### src/rtl/mandel_view_ctrl.sv
// ============================================================================
// Module      : mandel_view_ctrl
// Description : Turns Basys3 buttons/switches into Mandelbrot view parameters
//               (centre, scale, iteration limit) with press + auto-repeat,
//               saturating Q3.22 arithmetic and a one-cycle restart pulse.
//               Optional auto-zoom animation: define MANDEL_VIEW_ANIM_EN.
// Revision    : 1.0 - initial release
// ============================================================================
`default_nettype none

module mandel_view_ctrl #(
   parameter int HOLD_CYC   = 50_000_000,
   parameter int REPEAT_CYC = 10_000_000,
   parameter int PAN_SHIFT  = 3,
   parameter int COORD_LIM  = 8388608,
   parameter int SCALE_MAX  = 65536,
   parameter int ITER_STEP  = 32,
   parameter int ITER_MIN   = 16,
   parameter int ANIM_CYC   = 2_000_000
) (
   input  logic               clk,
   input  logic               rst_n,
   input  logic               btn_u,
   input  logic               btn_d,
   input  logic               btn_l,
   input  logic               btn_r,
   input  logic               btn_c,
   input  logic               sw_zoom,
   input  logic               sw_auto,
   output logic signed [24:0] center_x_q,
   output logic signed [24:0] center_y_q,
   output logic signed [24:0] scale_q,
   output logic        [11:0] iters_q,
   output logic               restart
);

   // Action codes: button codes are (button bit index + 1), so a larger
   // code means a higher-priority button.
   typedef enum logic [2:0] {
      ACT_NONE = 3'd0,
      ACT_R    = 3'd1,
      ACT_L    = 3'd2,
      ACT_D    = 3'd3,
      ACT_U    = 3'd4,
      ACT_C    = 3'd5,
      ACT_ANIM = 3'd6
   } act_t;

   typedef enum logic [1:0] {
      S_IDLE   = 2'd0,
      S_HOLD   = 2'd1,
      S_REPEAT = 2'd2
   } state_t;

   localparam logic signed [24:0] CX_RST    = -25'sd2097152;
   localparam logic signed [24:0] CY_RST    = 25'sd0;
   localparam logic signed [24:0] SC_RST    = 25'sd39322;
   localparam logic        [11:0] IT_RST    = 12'd256;
   localparam logic        [31:0] HOLD_LAST = 32'(HOLD_CYC - 1);
   localparam logic        [31:0] REP_LAST  = 32'(REPEAT_CYC - 1);
   localparam logic signed [26:0] LIM27     = 27'(COORD_LIM);
   localparam logic signed [26:0] SMAX27    = 27'(SCALE_MAX);
   localparam logic signed [13:0] ISTEP14   = 14'(ITER_STEP);
   localparam logic signed [13:0] IMIN14    = 14'(ITER_MIN);
   localparam logic signed [13:0] IMAX14    = 14'sd4095;

   // Bit order of the synchronised button vector: {C, U, D, L, R}
   logic [5:0]  sync1, sync2;
   logic [4:0]  btn_s, btn_prev, rise, hi_mask, hi_rise;
   logic        zoom_s, zoom_q, sel_level;
   logic [1:0]  warm;
   state_t      state, state_n;
   logic [31:0] cnt, cnt_n;
   act_t        sel, sel_n, fire_act, act_go, act_q;

   logic signed [26:0] sc27, step27, cx27, cy27;
   logic signed [13:0] it14;
   logic signed [24:0] n_cx, n_cy, n_sc;
   logic        [11:0] n_it;
   logic               force_pulse, changed;

   // Highest-priority button present in a vector of rising edges
   function automatic act_t pick(input logic [4:0] v);
      act_t res;
      res = ACT_NONE;
      for (int i = 0; i < 5; i++) begin
         if (v[i]) res = act_t'(3'(i + 1));
      end
      return res;
   endfunction

   function automatic logic signed [24:0] sat_coord(input logic signed [26:0] v);
      if (v > LIM27)       return LIM27[24:0];
      else if (v < -LIM27) return (-LIM27);
      else                 return v[24:0];
   endfunction

   function automatic logic signed [24:0] sat_scale(input logic signed [26:0] v);
      if (v < 27'sd1)       return 25'sd1;
      else if (v > SMAX27)  return SMAX27[24:0];
      else                  return v[24:0];
   endfunction

   function automatic logic [11:0] sat_iter(input logic signed [13:0] v);
      if (v < IMIN14)       return IMIN14[11:0];
      else if (v > IMAX14)  return IMAX14[11:0];
      else                  return v[11:0];
   endfunction

   // Two-flop synchronisers for buttons and the mode switch
   always_ff @(posedge clk or negedge rst_n) begin
      if (!rst_n) begin
         sync1 <= '0;
         sync2 <= '0;
      end else begin
         sync1 <= {sw_zoom, btn_c, btn_u, btn_d, btn_l, btn_r};
         sync2 <= sync1;
      end
   end

   assign btn_s  = sync2[4:0];
   assign zoom_s = sync2[5];

   // Edge detection is held off until the synchronisers carry real samples,
   // so a button still held across reset is not mistaken for a new press.
   assign rise = (warm == 2'd3) ? (btn_s & ~btn_prev) : 5'd0;

   // Buttons that outrank the currently selected one
   always_comb begin
      hi_mask = 5'b11111;
      case (sel)
         ACT_R:   hi_mask = 5'b11110;
         ACT_L:   hi_mask = 5'b11100;
         ACT_D:   hi_mask = 5'b11000;
         ACT_U:   hi_mask = 5'b10000;
         ACT_C:   hi_mask = 5'b00000;
         default: hi_mask = 5'b11111;
      endcase
   end

   assign hi_rise = rise & hi_mask;

   // Level of the button currently owning the hold/repeat sequence
   always_comb begin
      sel_level = 1'b0;
      case (sel)
         ACT_R:   sel_level = btn_s[0];
         ACT_L:   sel_level = btn_s[1];
         ACT_D:   sel_level = btn_s[2];
         ACT_U:   sel_level = btn_s[3];
         ACT_C:   sel_level = btn_s[4];
         default: sel_level = 1'b0;
      endcase
   end

   // Press / hold / auto-repeat sequencer: next state and fired action
   always_comb begin
      state_n  = state;
      cnt_n    = cnt;
      sel_n    = sel;
      fire_act = ACT_NONE;
      case (state)
         S_IDLE: begin
            cnt_n = '0;
            if (rise != 5'd0) begin
               fire_act = pick(rise);
               sel_n    = fire_act;
               state_n  = S_HOLD;
            end
         end
         S_HOLD, S_REPEAT: begin
            if (hi_rise != 5'd0) begin
               fire_act = pick(hi_rise);
               sel_n    = fire_act;
               state_n  = S_HOLD;
               cnt_n    = '0;
            end else if (!sel_level) begin
               state_n = S_IDLE;
               sel_n   = ACT_NONE;
               cnt_n   = '0;
            end else if (cnt == ((state == S_HOLD) ? HOLD_LAST : REP_LAST)) begin
               fire_act = sel;
               state_n  = S_REPEAT;
               cnt_n    = '0;
            end else begin
               cnt_n = cnt + 32'd1;
            end
         end
         default: begin
            state_n = S_IDLE;
            sel_n   = ACT_NONE;
            cnt_n   = '0;
         end
      endcase
   end

`ifdef MANDEL_VIEW_ANIM_EN
   logic        auto1, auto_s;
   logic [31:0] anim_cnt, anim_cnt_n;
   localparam logic [31:0] ANIM_LAST = 32'(ANIM_CYC - 1);

   // Synchroniser and period counter for the auto-zoom request
   always_ff @(posedge clk or negedge rst_n) begin
      if (!rst_n) begin
         auto1    <= 1'b0;
         auto_s   <= 1'b0;
         anim_cnt <= '0;
      end else begin
         auto1    <= sw_auto;
         auto_s   <= auto1;
         anim_cnt <= anim_cnt_n;
      end
   end

   // Animation steps only while idle; any button action pre-empts it
   always_comb begin
      act_go     = fire_act;
      anim_cnt_n = '0;
      if (state == S_IDLE && auto_s && fire_act == ACT_NONE) begin
         if (anim_cnt == ANIM_LAST) act_go = ACT_ANIM;
         else                       anim_cnt_n = anim_cnt + 32'd1;
      end
   end
`else
   logic unused_anim;
   assign unused_anim = sw_auto ^ (ANIM_CYC == 0);
   assign act_go      = fire_act;
`endif

   // Sequencer state plus the registered action handed to the update stage
   always_ff @(posedge clk or negedge rst_n) begin
      if (!rst_n) begin
         state    <= S_IDLE;
         cnt      <= '0;
         sel      <= ACT_NONE;
         btn_prev <= '0;
         warm     <= '0;
         act_q    <= ACT_NONE;
         zoom_q   <= 1'b0;
      end else begin
         state    <= state_n;
         cnt      <= cnt_n;
         sel      <= sel_n;
         btn_prev <= btn_s;
         warm     <= (warm == 2'd3) ? 2'd3 : warm + 2'd1;
         act_q    <= act_go;
         zoom_q   <= zoom_s;
      end
   end

   // Saturating parameter update for the registered action
   always_comb begin
      sc27        = {{2{scale_q[24]}}, scale_q};
      step27      = sc27 <<< PAN_SHIFT;
      cx27        = {{2{center_x_q[24]}}, center_x_q};
      cy27        = {{2{center_y_q[24]}}, center_y_q};
      it14        = {2'b00, iters_q};
      n_cx        = center_x_q;
      n_cy        = center_y_q;
      n_sc        = scale_q;
      n_it        = iters_q;
      force_pulse = 1'b0;
      case (act_q)
         ACT_C: begin
            n_cx        = CX_RST;
            n_cy        = CY_RST;
            n_sc        = SC_RST;
            n_it        = IT_RST;
            force_pulse = 1'b1;
         end
         ACT_U: begin
            if (zoom_q) n_sc = sat_scale(sc27 >>> 1);
            else        n_cy = sat_coord(cy27 - step27);
         end
         ACT_D: begin
            if (zoom_q) n_sc = sat_scale(sc27 <<< 1);
            else        n_cy = sat_coord(cy27 + step27);
         end
         ACT_L: begin
            if (zoom_q) n_it = sat_iter(it14 - ISTEP14);
            else        n_cx = sat_coord(cx27 - step27);
         end
         ACT_R: begin
            if (zoom_q) n_it = sat_iter(it14 + ISTEP14);
            else        n_cx = sat_coord(cx27 + step27);
         end
`ifdef MANDEL_VIEW_ANIM_EN
         ACT_ANIM: begin
            if (sc27 <= 27'sd1 || (sc27 >>> 4) == 27'sd0) begin
               n_cx = CX_RST;
               n_cy = CY_RST;
               n_sc = SC_RST;
               n_it = IT_RST;
            end else begin
               n_sc = sat_scale(sc27 - (sc27 >>> 4));
            end
         end
`endif
         default: ;
      endcase
      changed = force_pulse || (n_cx != center_x_q) || (n_cy != center_y_q) ||
                (n_sc != scale_q) || (n_it != iters_q);
   end

   // Output parameter registers and restart pulse
   always_ff @(posedge clk or negedge rst_n) begin
      if (!rst_n) begin
         center_x_q <= CX_RST;
         center_y_q <= CY_RST;
         scale_q    <= SC_RST;
         iters_q    <= IT_RST;
         restart    <= 1'b0;
      end else begin
         center_x_q <= n_cx;
         center_y_q <= n_cy;
         scale_q    <= n_sc;
         iters_q    <= n_it;
         restart    <= changed;
      end
   end

endmodule

`default_nettype wire

### config.mk
export PLATFORM = sky130hd
export DESIGN_NAME = mandel_view_ctrl
export DESIGN_NICKNAME = d
export VERILOG_FILES = /design/src/rtl/mandel_view_ctrl.sv
export SDC_FILE = /design/constraint.sdc
export NUM_CORES = 1
export LEC_CHECK = 0
export ABC_AREA = 1
export BUFFER_PORTS_ARGS = -buffer_cell sky130_fd_sc_hd__buf_4
export CAP_MARGIN = 10
export CORE_ASPECT_RATIO = 0.7
export CORE_MARGIN = 4
export CORE_UTILIZATION = 40
export CTS_BUF_LIST = sky130_fd_sc_hd__clkbuf_8
export CTS_CLUSTER_SIZE = 16
export DETAILED_ROUTE_END_ITERATION = 6
export PLACE_DENSITY = 0.61
export SYNTH_ARGS = -nofsm -noshare
export SYNTH_HDL_FRONTEND = slang
export SYNTH_SLANG_ARGS = --single-unit
### constraint.sdc
create_clock -name clk -period 2.96 [get_ports clk]
set_input_delay 0.74 -clock clk [delete_from_list [all_inputs] [get_ports clk]]
set_output_delay 0.74 -clock clk [all_outputs]
set_load 0.01 [all_outputs]
Yosys cells after proc, flatten, opt, wreduce, memory -nomap -nowiden
Cells that the tools add are included.

Memory bits (writable): 0. Bits in latches: 0. Register bits: 148. Word-level logic and storage cells: 134. Input bits: 9. Memories kept: 0. Output and inout port bits: 88. ROM bits: 0.

Equality and inequality tests: 21. Reduce and logical (&&, ||, !) cells: 10. $lt $le $gt $ge: 16. Shifts and indexed selects: 0. Bitwise logic cells: 3. Muxes and demuxes: 62. Add/subtract/negate cells: 8. Divide/modulo/power cells: 0. Multiply operators: 0.

Operators with widths (number): two-way mux 25 bit (18); one-hot mux 25 bit (3 select lines) (3); two-way mux 32 bit (4); > comparator 27 x 25 -> 1 bit (second input constant) (4); less-than comparator 27 x 24 -> 1 bit (second input constant) (4); inequality test 25 bit (3); two-way mux 12 bit (6); adder 25 x 27 -> 27 bit (2); subtractor 25 x 27 -> 27 bit (2); two-way mux 3 bit (15); one-hot mux 12 bit (3 select lines) (1); adder 32 x 1 -> 32 bit (second input constant) (1); == test 32 x 26 -> 1 bit (1); > comparator 26 x 18 -> 1 bit (second input constant) (1); less-than comparator 26 x 2 -> 1 bit (second input constant) (1); two-way mux 26 bit (1); one-hot mux 5 bit (5 select lines) (1); > comparator 24 x 18 -> 1 bit (second input constant) (1); less-than comparator 24 x 2 -> 1 bit (second input constant) (1); adder 12 x 6 -> 13 bit (second input constant) (1); > comparator 13 x 12 -> 1 bit (second input constant) (1); > comparator 13 bit (second input constant) (1); less-than comparator 13 x 5 -> 1 bit (second input constant) (1); less-than comparator 13 x 6 -> 1 bit (second input constant) (1); other kinds (24) (45).

Depth between registers and ports, before layout
Gate-level depths: netlist of the first run.

Depth after elaboration: 11. Depth in mapped cells: 32. Mapped depth without buffers: 31.

Least setup slack after synthesis of the first run
No wires, ideal clock.

Path type: flip-flop to flip-flop. Start point: register scale_q[1]. End point: register restart. Required time: 2.841 ns. Path slack: -0.326 ns. Path buffers: 1. Clock period less this slack: 3.286 ns. Stages on the path, launching flop included: 28. Setup time: 0.119 ns. Arrival time: 3.168 ns. Path through: dfstp_2 inv_1 fa_1 nand3_1 nand3_1 nand2_1 nand2_1 nand2_1 nand2_1 nor2_1 nand2_1 nor2_1 nand3_1 nor2_1 nand3_2 nand2_4 nand2_4 nand2_4 buf_8 o211ai_2 nand2_2 nor2_1 nor2_1 nand3_1 nor2_1 nand3_1 nor2_1 nand2_1.

Cells in the longest elaborated chain, start to end: 11. Elaborated cells between the ends (all ways): 44. Those cells by class: add/sub: 4; order compare: 12; eq/ne: 3; mux: 21; reduce/logical: 4.

RTL lines: start, declared (line 32) `output logic signed [24:0] scale_q,`; start signal, assigned (line 316) `scale_q <= n_sc;`; adder 25 x 27 -> 27 bit or subtractor 25 x 27 -> 27 bit (tied branches) (line 285, 281); less-than comparator 27 x 24 -> 1 bit (line 94) `else if (v < -LIM27) return (-LIM27);`; two-way mux 25 bit (line 94); two-way mux 25 bit (line 93) `if (v > LIM27) return LIM27[24:0];`; two-way mux 25 bit (on tied branches) (line 284, 280); one-hot mux 25 bit (3 select lines) (line 263) `case (act_q)`; inequality test 25 bit (line 301) `changed = force_pulse || (n_cx != center_x_q) || (n_cy != center_y_q) ||`; logical OR 1 bit (2 in a row) (line 301); logical OR 1 bit * (line 301); logical OR 1 bit * (line 302) `(n_sc != scale_q) || (n_it != iters_q);`; named net changed (line 80) `logic force_pulse, changed;`; end signal, assigned (line 318) `restart <= changed;`; end, declared (line 34) `output logic restart`.

Mark *: on every way through the listed nets, which the timed path passes. The rest lies on a longest branch. A chain may end at the register's enable or synchronous reset.

Worst setup path after layout of the first run
Start point: register scale_q[8]. End point: register restart.

Same word-level chain as after synthesis.

==> results.cfg, run 1 <==
[grt]
grt_antenna_before_repair = 1
groute.usage.overall_pct = 39.0
grt_pass1_wl_um = 140000
grt_overflow_total = 0
grt_pass1_vias = 22497
grt_max_degree = 55

[critical_path]
cp.arrival_ns = 4.54
reg2regPathDepth = 30
rrSetupSlack_ns = -1.18
critPathRequiredTime_ns = 3.36
r2r_end = restart
crit_path_max_incr_delay_ns = 0.55
crit_type = flop to flop
crit_top_cell = nand2_1
startpoint = scale_q[8]
cp-end-kind = flop
crit_fanout = 5
cp-endpoint = restart
cp_slowest_cell = dfstp_2
r2r-start = scale_q[8]
start_kind = flop

[cts]
cts_buffer_depth = 2
cts-buffers-inserted = 17
holdBufCountCts = 0
clock_latency_ns = 0.50
cts.htree.levels = 4
ctsRootBufferMaster = clkbuf_8
cts_tree = yes
path_clk_slew_ns = 0.11
clock-sinks = 148

[final_layout]
final_cell_mix = 937 x nand2_1, 832 x buf_4, 468 x inv_1, 303 x nand3_1, 278 x nor2_1
area_growth_pct = 47.7
n_antenna_cell = 0
mostFrequentLayoutCell = nand2_1
nets = 4004
layout-drive-gt1-share_pct = 31.5
post-route-util_pct = 60.1

[timing]
tightest_slew_ns = 0.674
finalSetupTns_ns = -27.77
fmax_mhz = 242
setup_viol = 51
rsz0062_at_grt = yes
finalHoldViolCount = 0
slew_viol_final = 0
finalCriticalPeriod_ns = 4.14
skew_ns = 0.0247
fin_ws_ns = -1.18
relSlewSlack_pct = 55.1
fin_crit_sh_pct = 140

[drt]
num_vias = 24664
dr.first_iter.drc_count = 3598
wire_per_inst_um = 21.5
viasPerCell = 5.49
drt_wl_total_um = 96700
drc = 0
antenna_left = 0
drt_pre_antenna_iters = 6

[die]
start_util_pct = 40.7
core_area_um2 = 43900
top_level_ports = 97
die_width_um = 260
die_y_um = 185
rows = 64
die_area_um2 = 48100

[run]
drv_cap = 0

[place]
gp_congestion = 1.12
port_buffers = 95
hpwlAfterDp_um = 80300

[hold_path]
hold_path.class = input pin to asynchronous set/reset pin

[synthesis]
ys_seq_area_share_pct = 20.8
ys_ff_latch = 148
syn_area_per_cell_um2 = 5.78
synth.yosys.warnings = 0
ys_types = 55
syn_nets = 3204
synthCells = 3088
synth.cell_area_um2 = 17800

[outcome]
violations = negative setup slack
outcome = finished with violations
## synth_stat cells, drive strengths merged
library cell	count	area, um^2
nand3b	27	215
a22oi	3	22.5
clkbuf	22	82.6
nor2	328	1300
nand4	142	895
xor2	27	236
dfstp	13	342
ha	103	1290
o2bb2ai	1	8.76
o21ai	112	561
nand2	1024	3920
and2	5	31.3
nor3	48	270
o31ai	5	37.5
or2	7	43.8
a22o	1	8.76
nor3b	4	35.0
nor4	9	77.6
a21oi	91	493
o21a	7	52.6
a31oi	2	12.5
clkinv	5	18.8
nand3	350	1820
o41ai	1	8.76
o21bai	14	105
dfrtp	135	3380
a21boi	2	15.0
xnor2	4	35.0
o2111ai	1	8.76
o211ai	17	133
o22ai	2	12.5
buf	68	407
fa	4	80.1
inv	504	1890
## per-layer routing
metal / track usage, % / vias to the layer above / part of all wire, %
met3: 15.6 / 139 / 16
met1: 59.9 / 11527 / 46
li1: - / 11460 / -
met2: 50.6 / 1536 / 37
met4: 7.32 / 2 / 2.0
met5: 0 / - / 0.0093
## logic make-up after synthesis
logic type | synth area share, %
AND/OR/NAND/NOR | 48.2
buffers and inverters | 13.4
AO/OA/AOI/OAI | 8.29
flip-flops | 20.8
adder cells (fa/ha/maj) | 7.67
XOR/XNOR | 1.52
## flip-flops by register name, indices dropped and copies added, names as in the netlist
| register | cells |
|---|---|
| restart | 1 |
| center_y_q | 25 |
| warm | 2 |
| state | 2 |
| center_x_q | 25 |
| sync2 | 6 |
| zoom_q | 1 |
| cnt | 32 |
| btn_prev | 5 |
| iters_q | 12 |
| sel | 3 |
| act_q | 3 |
| scale_q | 25 |
| sync1 | 6 |
## stage by stage
step           hold slack, ns  std cells  setup WS, ns  instance area, um^2
5_1_grt                 0.252       4495         -1.28                26400
3_5_place_dp            0.335       4428         -1.35                24600
2_1_floorplan           0.331       3088        -0.306                17900
4_1_cts                 0.225       4484        -0.939                25900
6_report                0.245       4495         -1.18                26400
3_3_place_gp            0.333       4428         -1.39                24600
## worst max-delay path, delay by kind of cell, from the launching register on
| family | cells | cell delay [ns] |
|---|---|---|
| flip-flops | 1 | 0.55 |
| buffers and inverters | 7 | 0.78 |
| adder cells (fa/ha/maj) | 1 | 0.16 |
| AO/OA/AOI/OAI | 2 | 0.30 |
| AND/OR/NAND/NOR | 20 | 2.24 |
## cell type report
class	count	area, um^2
clock buffers	18	248
clock inverters	14	143
fillers	4323	17500
inverters	509	1920
multi-input cells	2341	12800
flip-flops and latches	148	3720
well taps	594	743
repair buffers	870	6810
repair inverters	1	7.51
## how the worst min path moves through the flow
stage               slack, ns          end      from
finish                   0.24  scale_q[22]     rst_n
floorplan                0.33     sync2[0]  sync1[0]
detailed placement       0.33     sync2[4]  sync1[4]
global placement         0.33     sync2[4]  sync1[4]
CTS                      0.23  scale_q[20]     rst_n
global route             0.25  scale_q[22]     rst_n
## timing repair
item | 4_1_cts | 5_1_grt
setup endpoints to repair | 51 | 65
gates resized for setup | 207 | 96
pin swaps | 41 | 27
buffers inserted | 23 | 12
cloned | 1 | 0
Power of run 1 is not shown: default switching activity piles up to over one toggle a cycle in this logic, so the estimate is an artifact.
==> inputs of run 2 (changes only) <==
Settings changed: MAX_ROUTING_LAYER set to met4.
==> run 2 against run 1 <==
The run still ends with negative setup slack left. Clock skew is 0.0018 ns higher. Utilization is 2.8 points higher. Fmax is 3.1% higher. Sequential share of layout area fell by 0.62 points. Worst setup slack better by 0.12 ns. Die area stayed put. Design area grew 4.6%. Critical path depth is 2 lower. Critical path type unchanged.
==> results.cfg, run 2 (synthesis gave the netlist of run 1 again) <==
[place]
hpwlAfterDp_um = 79900
port_buffers = 95
gp_congestion = 1.13
dp_cells = 4398

[drt]
drt_pre_antenna_iters = 6
viasPerCell = 5.61
num_vias = 25275
wire_per_inst_um = 22.2
drc = 0
antenna_left = 0
dr.first_iter.drc_count = 3709
drt_wl_total_um = 100000

[timing]
fin_ws_ns = -1.06
finalHoldViolCount = 0
rsz0062_at_grt = yes
skew_ns = 0.0265
tightest_slew_ns = 0.649
fmax_mhz = 249
relSlewSlack_pct = 56.8
setup_viol = 51
slew_viol_final = 0
finalCriticalPeriod_ns = 4.02
fin_crit_sh_pct = 136

[die]
top_level_ports = 97
die_width_um = 260
start_util_pct = 40.7
rows = 64
die_y_um = 185
die_area_um2 = 48100
core_area_um2 = 43900

[grt]
groute.usage.overall_pct = 41.0
grt_pass1_wl_um = 144000
grt_antenna_before_repair = 3
grt_pass1_vias = 23226
grt_max_degree = 60
grt_overflow_total = 0

[critical_path]
crit_path_max_incr_delay_ns = 0.56
critPathRequiredTime_ns = 3.36
r2r_end = restart
startpoint = scale_q[1]
crit_fanout = 5
start_kind = flop
crit_type = flop to flop
rrSetupSlack_ns = -1.06
r2r-start = scale_q[1]
reg2regPathDepth = 28
crit_top_cell = nand2_1
cp.arrival_ns = 4.41
cp-end-kind = flop
cp_slowest_cell = dfstp_2

[cts]
holdBufCountCts = 0
cts-buffers-inserted = 17
clock_latency_ns = 0.50
cts_tree = yes
cts.htree.levels = 4
path_clk_slew_ns = 0.11
clock-sinks = 148
cts_buffer_depth = 2
ctsRootBufferMaster = clkbuf_8

[hold_path]
hold_path.class = input pin to asynchronous set/reset pin

[final_layout]
nets = 4009
finalNonFillerCells = 4503
layout-drive-gt1-share_pct = 37.5
final_cell_mix = 833 x nand2_1, 794 x buf_4, 454 x inv_1, 258 x nand3_1, 249 x nor2_1
largest_reg_flops = 32
mostFrequentLayoutCell = nand2_1
top_register = cnt
area_growth_pct = 54.5

[run]
drv_cap = 0

[outcome]
outcome = finished with violations
violations = negative setup slack
-- run 2: changes by cell type in the layout (fill, tap and decap cells not counted), sizes merged --
cell and delta:
buf +3, diode +3, inv +2, nand2 +2, bufinv -1, clkbuf -1, clkinv -1, clkinvlp +1
-- run 2: worst max-delay path by stage --
stage / end / slack, ns
2_1_floorplan: restart / -0.31
3_3_place_gp: restart / -1.23
3_5_place_dp: restart / -1.20
4_1_cts: restart / -0.90
5_1_grt: restart / -1.24
6_report: restart / -1.06
-- run 2: final cells by class --
cell class / instances / area, um^2
sequential: 148 / 3720
antenna: 3 / 7.51
timing repair buffer: 873 / 6950
inverter: 509 / 1940
tap: 594 / 743
fill: 4077 / 16300
clock inverter: 15 / 141
multi-input combinational: 2343 / 13800
timing repair inverter: 1 / 8.76
clock buffer: 17 / 234
-- run 2: repair_timing --
item	4_1_cts	5_1_grt
endpoints found under the setup margin	53	64
cloned	3	1
resized for setup	333	301
pin swaps	62	80
setup buffers	49	28
-- run 2: per-stage QoR --
stage	cell area, um^2	setup TNS [ns]	utilization (%)	hold WS [ns]	setup slack, ns
3_3_place_gp	24300	-31.71	55.4	0.334	-1.23
6_report	27600	-23.80	62.8	0.217	-1.06
3_5_place_dp	24300	-32.70	55.4	0.340	-1.20
4_1_cts	26300	-20.01	60.0	0.212	-0.898
5_1_grt	27600	-29.96	62.8	0.221	-1.24
2_1_floorplan	17900	-0.306	-	0.331	-0.306
-- run 2: worst max-delay path: cells and delay by family (launching register included) --
kind	cells	cell delay, ns
AND/OR/NAND/NOR	22	2.34
flip-flops	1	0.56
buffers and inverters	4	0.46
adder cells (fa/ha/maj)	1	0.27
XOR/XNOR	1	0.27
-- run 2: routing by layer --
layer | global-route usage (%) | wire (um)
met3 | 16.8 | 15800
met5 | - | 0
met2 | 52.8 | 37600
met4 | 8.24 | 2870
met1 | 59.2 | 43900
Power of run 2 is left out for the same reason.
